`src/rtl/matmul_8x8_output_collector.sv`:
```
// Write-back collector for the 8x8 systolic matmul: buffers the two bottom-row tile streams
// and round-robins them onto one C-memory write port. Optional macro: COLLECTOR_OVERFLOW_CHECK_EN.
//
// state     | meaning
// ----------+-----------------------------------------------------------
// S_IDLE    | after reset; available strobes ignored
// S_COLLECT | lanes push into FIFOs, arbiter drains them to memory
// S_DONE    | all 2*WORDS_PER_LANE words written; inputs ignored
module matmul_8x8_output_collector #(
   parameter int DWIDTH          = 8,
   parameter int AWIDTH          = 11,
   parameter int BB_MAT_MUL_SIZE = 4,
   parameter int FIFO_DEPTH      = 4,
   parameter int WORDS_PER_LANE  = 4
) (
   input  logic                              clk,
   input  logic                              reset,
   input  logic                              start_collect,
   input  logic [BB_MAT_MUL_SIZE*DWIDTH-1:0] c_data_1_0,
   input  logic [AWIDTH-1:0]                 c_addr_1_0,
   input  logic                              c_data_1_0_available,
   input  logic [BB_MAT_MUL_SIZE*DWIDTH-1:0] c_data_1_1,
   input  logic [AWIDTH-1:0]                 c_addr_1_1,
   input  logic                              c_data_1_1_available,
   output logic                              mem_wr_en,
   output logic [AWIDTH-1:0]                 mem_wr_addr,
   output logic [BB_MAT_MUL_SIZE*DWIDTH-1:0] mem_wr_data,
   input  logic                              mem_wr_ready,
   output logic                              collect_done,
   output logic                              overflow_err
);
   localparam int WW    = BB_MAT_MUL_SIZE * DWIDTH;
   localparam int EW    = AWIDTH + WW;
   localparam int PW    = $clog2(FIFO_DEPTH);
   localparam int TOTAL = 2 * WORDS_PER_LANE;
   localparam int CW    = $clog2(TOTAL + 1);
   localparam logic [PW:0]   PTR_ONE = 1;
   localparam logic [CW-1:0] CNT_ONE = 1;

   typedef enum logic [1:0] {S_IDLE, S_COLLECT, S_DONE} state_t;

   state_t            r_state, w_next;
   logic [EW-1:0]     r_fifo [2][FIFO_DEPTH];
   logic [PW:0]       r_wptr [2];
   logic [PW:0]       r_rptr [2];
   logic [CW-1:0]     r_count;
   logic              r_rr_ptr;
   logic              r_stall;
   logic              r_stall_lane;

   logic [EW-1:0]     w_in [2];
   logic [1:0]        w_avail, w_empty, w_full, w_push, w_pop;
   logic              w_grant, w_wr_en, w_accept, w_live;
   logic [EW-1:0]     w_head;

   assign w_in[0]  = {c_addr_1_0, c_data_1_0};
   assign w_in[1]  = {c_addr_1_1, c_data_1_1};
   assign w_avail  = {c_data_1_1_available, c_data_1_0_available};
   assign w_live   = (r_state == S_COLLECT) && !start_collect;

   always_comb begin
      w_empty = '0;
      w_full  = '0;
      for (int l = 0; l < 2; l++) begin
         w_empty[l] = (r_wptr[l] == r_rptr[l]);
         w_full[l]  = (r_wptr[l][PW] != r_rptr[l][PW]) &&
                      (r_wptr[l][PW-1:0] == r_rptr[l][PW-1:0]);
      end
   end

   // A stalled request keeps its lane even if the other lane becomes non-empty meanwhile.
   always_comb begin
      w_grant = r_rr_ptr;
      if (r_stall)
         w_grant = r_stall_lane;
      else if (w_empty[r_rr_ptr])
         w_grant = ~r_rr_ptr;
   end

   assign w_head   = r_fifo[w_grant][r_rptr[w_grant][PW-1:0]];
   assign w_wr_en  = (r_state == S_COLLECT) && !w_empty[w_grant];
   assign w_accept = w_wr_en && mem_wr_ready;

   always_comb begin
      w_pop  = '0;
      w_push = '0;
      for (int l = 0; l < 2; l++) begin
         w_pop[l]  = w_accept && !start_collect && (w_grant == 1'(l));
         w_push[l] = w_live && w_avail[l] && (!w_full[l] || w_pop[l]);
      end
   end

   assign mem_wr_en    = w_wr_en;
   assign mem_wr_addr  = w_wr_en ? w_head[EW-1:WW] : '0;
   assign mem_wr_data  = w_wr_en ? w_head[WW-1:0]  : '0;
   assign collect_done = (r_state == S_DONE);

   always_comb begin
      w_next = r_state;
      case (r_state)
         S_COLLECT: if (w_accept && r_count == CW'(TOTAL - 1)) w_next = S_DONE;
         default:   w_next = r_state;
      endcase
      if (start_collect)
         w_next = S_COLLECT;
   end

   always_ff @(posedge clk) begin
      if (!reset) begin
         r_state      <= S_IDLE;
         r_count      <= '0;
         r_rr_ptr     <= 1'b0;
         r_stall      <= 1'b0;
         r_stall_lane <= 1'b0;
         for (int l = 0; l < 2; l++) begin
            r_wptr[l] <= '0;
            r_rptr[l] <= '0;
         end
      end else begin
         r_state <= w_next;
         if (start_collect) begin
            r_count  <= '0;
            r_rr_ptr <= 1'b0;
            r_stall  <= 1'b0;
            for (int l = 0; l < 2; l++) begin
               r_wptr[l] <= '0;
               r_rptr[l] <= '0;
            end
         end else begin
            for (int l = 0; l < 2; l++) begin
               if (w_push[l]) r_wptr[l] <= r_wptr[l] + PTR_ONE;
               if (w_pop[l])  r_rptr[l] <= r_rptr[l] + PTR_ONE;
            end
            if (w_accept && r_count != CW'(TOTAL)) begin
               r_count  <= r_count + CNT_ONE;
               r_rr_ptr <= ~w_grant;
            end
            r_stall      <= w_wr_en && !mem_wr_ready;
            r_stall_lane <= w_grant;
         end
      end
   end

   always_ff @(posedge clk) begin
      for (int l = 0; l < 2; l++)
         if (w_push[l]) r_fifo[l][r_wptr[l][PW-1:0]] <= w_in[l];
   end

`ifdef COLLECTOR_OVERFLOW_CHECK_EN
   logic       r_overflow;
   logic [1:0] w_drop;

   always_comb begin
      w_drop = '0;
      for (int l = 0; l < 2; l++)
         w_drop[l] = w_live && w_avail[l] && w_full[l] && !w_pop[l];
   end

   always_ff @(posedge clk) begin
      if (!reset)
         r_overflow <= 1'b0;
      else if (start_collect)
         r_overflow <= 1'b0;
      else if (|w_drop)
         r_overflow <= 1'b1;
   end

   assign overflow_err = r_overflow;
`else
   assign overflow_err = 1'b0;
`endif

endmodule

```
`config.mk`:
```
export PLATFORM = sky130hd
export DESIGN_NAME = matmul_8x8_output_collector
export DESIGN_NICKNAME = d
export VERILOG_FILES = /design/src/rtl/matmul_8x8_output_collector.sv
export SDC_FILE = /design/constraint.sdc
export NUM_CORES = 1
export LEC_CHECK = 0
export ABC_AREA = 1
export ABC_CLOCK_PERIOD_IN_PS = 7470
export CELL_PAD_IN_SITES_DETAIL_PLACEMENT = 0
export CELL_PAD_IN_SITES_GLOBAL_PLACEMENT = 1
export CORE_UTILIZATION = 45
export DETAILED_ROUTE_END_ITERATION = 16
export HOLD_SLACK_MARGIN = 0.06
export PLACE_DENSITY = 0.83
export SLEW_MARGIN = 20
export SYNTH_ARGS = -nofsm -noshare
export SYNTH_HDL_FRONTEND = slang
export SYNTH_SLANG_ARGS = --single-unit
```
`constraint.sdc`:
```
create_clock -name clk -period 7.47 [get_ports clk]
set_clock_uncertainty 0.1 [all_clocks]
set_input_delay 1.494 -clock clk [delete_from_list [all_inputs] [get_ports clk]]
set_output_delay 1.494 -clock clk [all_outputs]
set_load 0.02 [all_outputs]
```
==> results of run 1 <==
layer usage:
| layer | global-route usage (%) | up-vias | share of wire (%) | routed length (µm) |
|---|---|---|---|---|
| met5 | 0 | - | 0 | 0 |
| met2 | 34.9 | 324 | 48 | 17400 |
| met1 | 28.7 | 4763 | 43 | 15500 |
| met3 | 3.58 | 52 | 6.6 | 2390 |
| li1 | - | 4729 | - | - |
| met4 | 6.36 | 0 | 2.3 | 831 |
cells in the mapped netlist, drive strengths merged:
cell type / number
o21ai: 198
a21oi: 73
or2: 2
nand3: 10
ha: 12
xor2: 1
dfxtp: 9
a31oi: 1
nand2: 108
xnor2: 4
nor3: 50
clkbuf: 16
inv: 82
nor2: 308
conb: 1
buf: 52
nand4: 6
edfxtp: 356
cell usage in the layout (no fill, tap or decap):
master           netlist  layout
a31oi_1                1       1
edfxtp_1             356     356
nor3_1                28      28
clkinv_4               0       1
inv_1                 78      78
inv_2                  4       4
nand3_2                3       3
clkbuf_1              16      10
nor3_2                22      22
nand2_2                1       1
o21ai_0              150     150
or2_2                  2       2
conb_1                 1       1
nor2_4                 0       8
xor2_1                 1       1
nand3_1                7       7
a21oi_1               73      73
clkbuf_16              0      39
ha_1                  12      12
nand2_8                0       2
o21ai_1               45      45
clkdlybuf4s50_1        0     136
nor2_2                 2       2
xnor2_1                4       4
nand2_1              106     105
clkinv_1               0       5
nand4_1                6       6
dfxtp_1                9       9
nor2_1               306     298
bufinv_16              0       4
buf_4                 13      15
buf_16                 0       1
clkinv_2               0       7
diode_2                0       2
inv_6                  0       1
buf_8                  2       1
o21ai_4                0       3
stage by stage:
step	instance area (µm²)	power (µW)	cells	hold slack, ns	util, %
floorplan	15200	2710	1289	0.341	-
global placement	16900	2930	1814	0.349	51.5
detailed placement	17000	2940	1815	0.352	51.6
CTS	18200	4750	1882	0.361	55.3
global route	18200	4900	1884	0.382	55.3
finish	18200	4720	1885	0.362	55.3
how the worst max path moves through the flow:
stage / start / to / slack [ns] / cells after the start
after floorplan: start_collect / r_fifo[0][0]$_DFFE_PP_ / 3.21 / 5
after global placement: r_rptr[0][0]$_SDFFCE_PN0P_ / mem_wr_addr[4] / 1.40 / 14
after detailed placement: r_rptr[0][0]$_SDFFCE_PN0P_ / mem_wr_addr[4] / 1.31 / 14
after CTS: r_rptr[0][0]$_SDFFCE_PN0P_ / mem_wr_addr[4] / 0.76 / 14
after global routing: r_rptr[0][0]$_SDFFCE_PN0P_ / mem_wr_addr[10] / 0.75 / 14
final: r_rptr[0][0]$_SDFFCE_PN0P_ / mem_wr_addr[10] / 1.07 / 14
critical path: cells and delay by family, from the launching register on:
kind	cells	cell delay, ns
buf+inv	4	2.02
compound gates	2	0.16
flops	1	0.50
simple gates	8	1.59
report_power, final:
| group | internal, µW | switching [µW] | total, µW |
|---|---|---|---|
| logic | 210 | 405 | 615 |
| registers | 2270 | 9.35 | 2280 |
| clock network | 1100 | 730 | 1830 |
| total | 3580 | 1140 | 4720 |
state kept, by name (all words and copies together), names as in the netlist:
signal / cells
r_count: 4
r_stall: 1
r_rr_ptr: 1
r_wptr: 6
r_state: 2
r_stall_lane: 1
r_rptr: 6
r_fifo: 344
logic make-up after synthesis:
family | Yosys count
adder cells (fa/ha/maj) | 12
flip-flops | 365
XOR/XNOR | 5
AO/OA/AOI/OAI | 272
other | 1
buffers and inverters | 150
AND/OR/NAND/NOR | 484
layout make-up:
| cell class | instances | area, µm² |
|---|---|---|
| Clock inverter | 18 | 191 |
| Multi-Input combinational cell | 774 | 3730 |
| Clock buffer | 49 | 1010 |
| Inverter | 82 | 308 |
| Timing Repair Buffer | 153 | 1520 |
| Sequential cell | 365 | 10900 |
| Antenna cell | 2 | 5.00 |
| Fill cell | 2773 | 14700 |
| Tap cell | 442 | 553 |
==> impl_metrics.tcl, run 1 <==
set metrics [dict create \
    cts_tree "done" \
    finalSetupViolCount 0 \
    path_max_fanout 127 \
    drive_gt1_share_pct 8.05 \
    hold_depth 2 \
    start_util_pct 46.3 \
    portBuffers 136 \
    grt-ovfl-total 0 \
    fin_crit_sh_pct 85.7 \
    synthSimpleGateAreaFrac_pct 13.5 \
    worstHoldEndpoint "r_count[3]$_SDFFE_PP0P_" \
    muxShareOfSynthArea_pct 0 \
    grt_usage_pct 21.2 \
    synth_cell_types 29 \
    post_cts_buffers 0 \
    num_rows 66 \
    grt_max_degree 128 \
    powerDensity_nw_per_um2 260 \
    yosysTopAreaCellShare_pct 70.2 \
    io_pins 138 \
    ir_worst_vdd_mv 0.128 \
    nNetsFinal 1519 \
    dieArea_um2 34600 \
    cts_hold_buf 0 \
    die_w_um 186 \
    fin_crit_ns 6.40 \
    status "finished clean" \
    synth_cells 1289 \
    area_growth_pct 19.5 \
    p_leak_uw 0.00624 \
    core_um2 32900 \
    max_slew_margin_pct 35.6 \
    clk-insertion-delay-late_ns 0.50 \
    post-route-drc-count 0 \
    grt_pass1_wl_um 54800 \
    worstPathRequired_ns 5.88 \
    syn-cell-area_um2 15200 \
    fp.dieH_um 186 \
    syn_nets 1393 \
    numClockSinks 365 \
    tns_ns 0 \
    ys_top_cells_by_area "edfxtp_1 (70%), nor2_1 (7.5%), o21ai_0 (4.9%), nand2_1 (2.6%), a21oi_1 (2.4%)" \
    path_clk_slew_ns 0.05 \
    r2r_cells 13 \
    synthXorXnorAreaFrac_pct 0.288 \
    gp_congestion 0.800 \
    yosysSeqAreaShare_pct 71.4 \
    maxSlewViolCount 0 \
    arrival_ns 4.81 \
    cts.repair.resized 0 \
    cts-root-buf "clkbuf_16" \
    avgSynthCellArea_um2 11.8 \
    drtIter0Drc 859 \
    r2r-start "r_rptr[0][0]$_SDFFCE_PN0P_" \
    antenna_found_initial 2 \
    synth_top_family_by_area "simple AND/OR/NAND/NOR gates" \
    crit_type "reg -> out" \
    grt_pass1_vias 9547 \
    worst_pin_slew_ns 0.967 \
    vias 9868 \
    r2r_slack_ns 3.07 \
    end_kind "output pin" \
    routedWlPerCell_um 19.2 \
    synth-seq-cells 365 \
    cts_buffers 39 \
    first_pass_iters 5 \
    drv_cap 0 \
    drtAntennaViolNets 0 \
    yosysWarnings 0 \
    hold_start "r_count[3]$_SDFFE_PP0P_" \
    yosys.area.top_type "edfxtp_1" \
    clock_path_buffers 3 \
    worst_slack_ns 1.07 \
    synthAdderAreaFrac_pct 0.987 \
    slowest_stage "buf_4" \
    cp_slowest_stage_delay_ns 0.86 \
    r2r_end "r_fifo[1][152]$_DFFE_PP_" \
    avgViaCountPerCell 5.24 \
    path_common_cell "nand2_1" \
    rsz0062_at_grt "no" \
    startpoint_type "flop" \
    fmax_ghz 0.156 \
    hold_violations 0 \
    cts_htree_levels 2 \
    min_path_type "reg -> reg" \
    pre_cts_ws_ns 1.31 \
    synth_compound_area_share_pct 9.03 \
    drt-total-wl_um 36100 \
    dp_hpwl_um 20600 \
    critical_path.cell_chain "inv_2 -> nand2_1 -> nand2_1 -> nand3_2 -> nand2_1 -> nand3_2 -> nand2_8 -> buf_4 -> o21ai_4 -> buf_4 -> nor3_1 -> o21ai_1 -> nor2_1 -> clkdlybuf4s50_1" \
]
(Power assumes the default switching activity.)
==> run 2, diff against run 1 <==
CAP_MARGIN = 15   (was default)
==> results of run 2 <==
Final layout, timing and power as in run 1 (identical DEF).
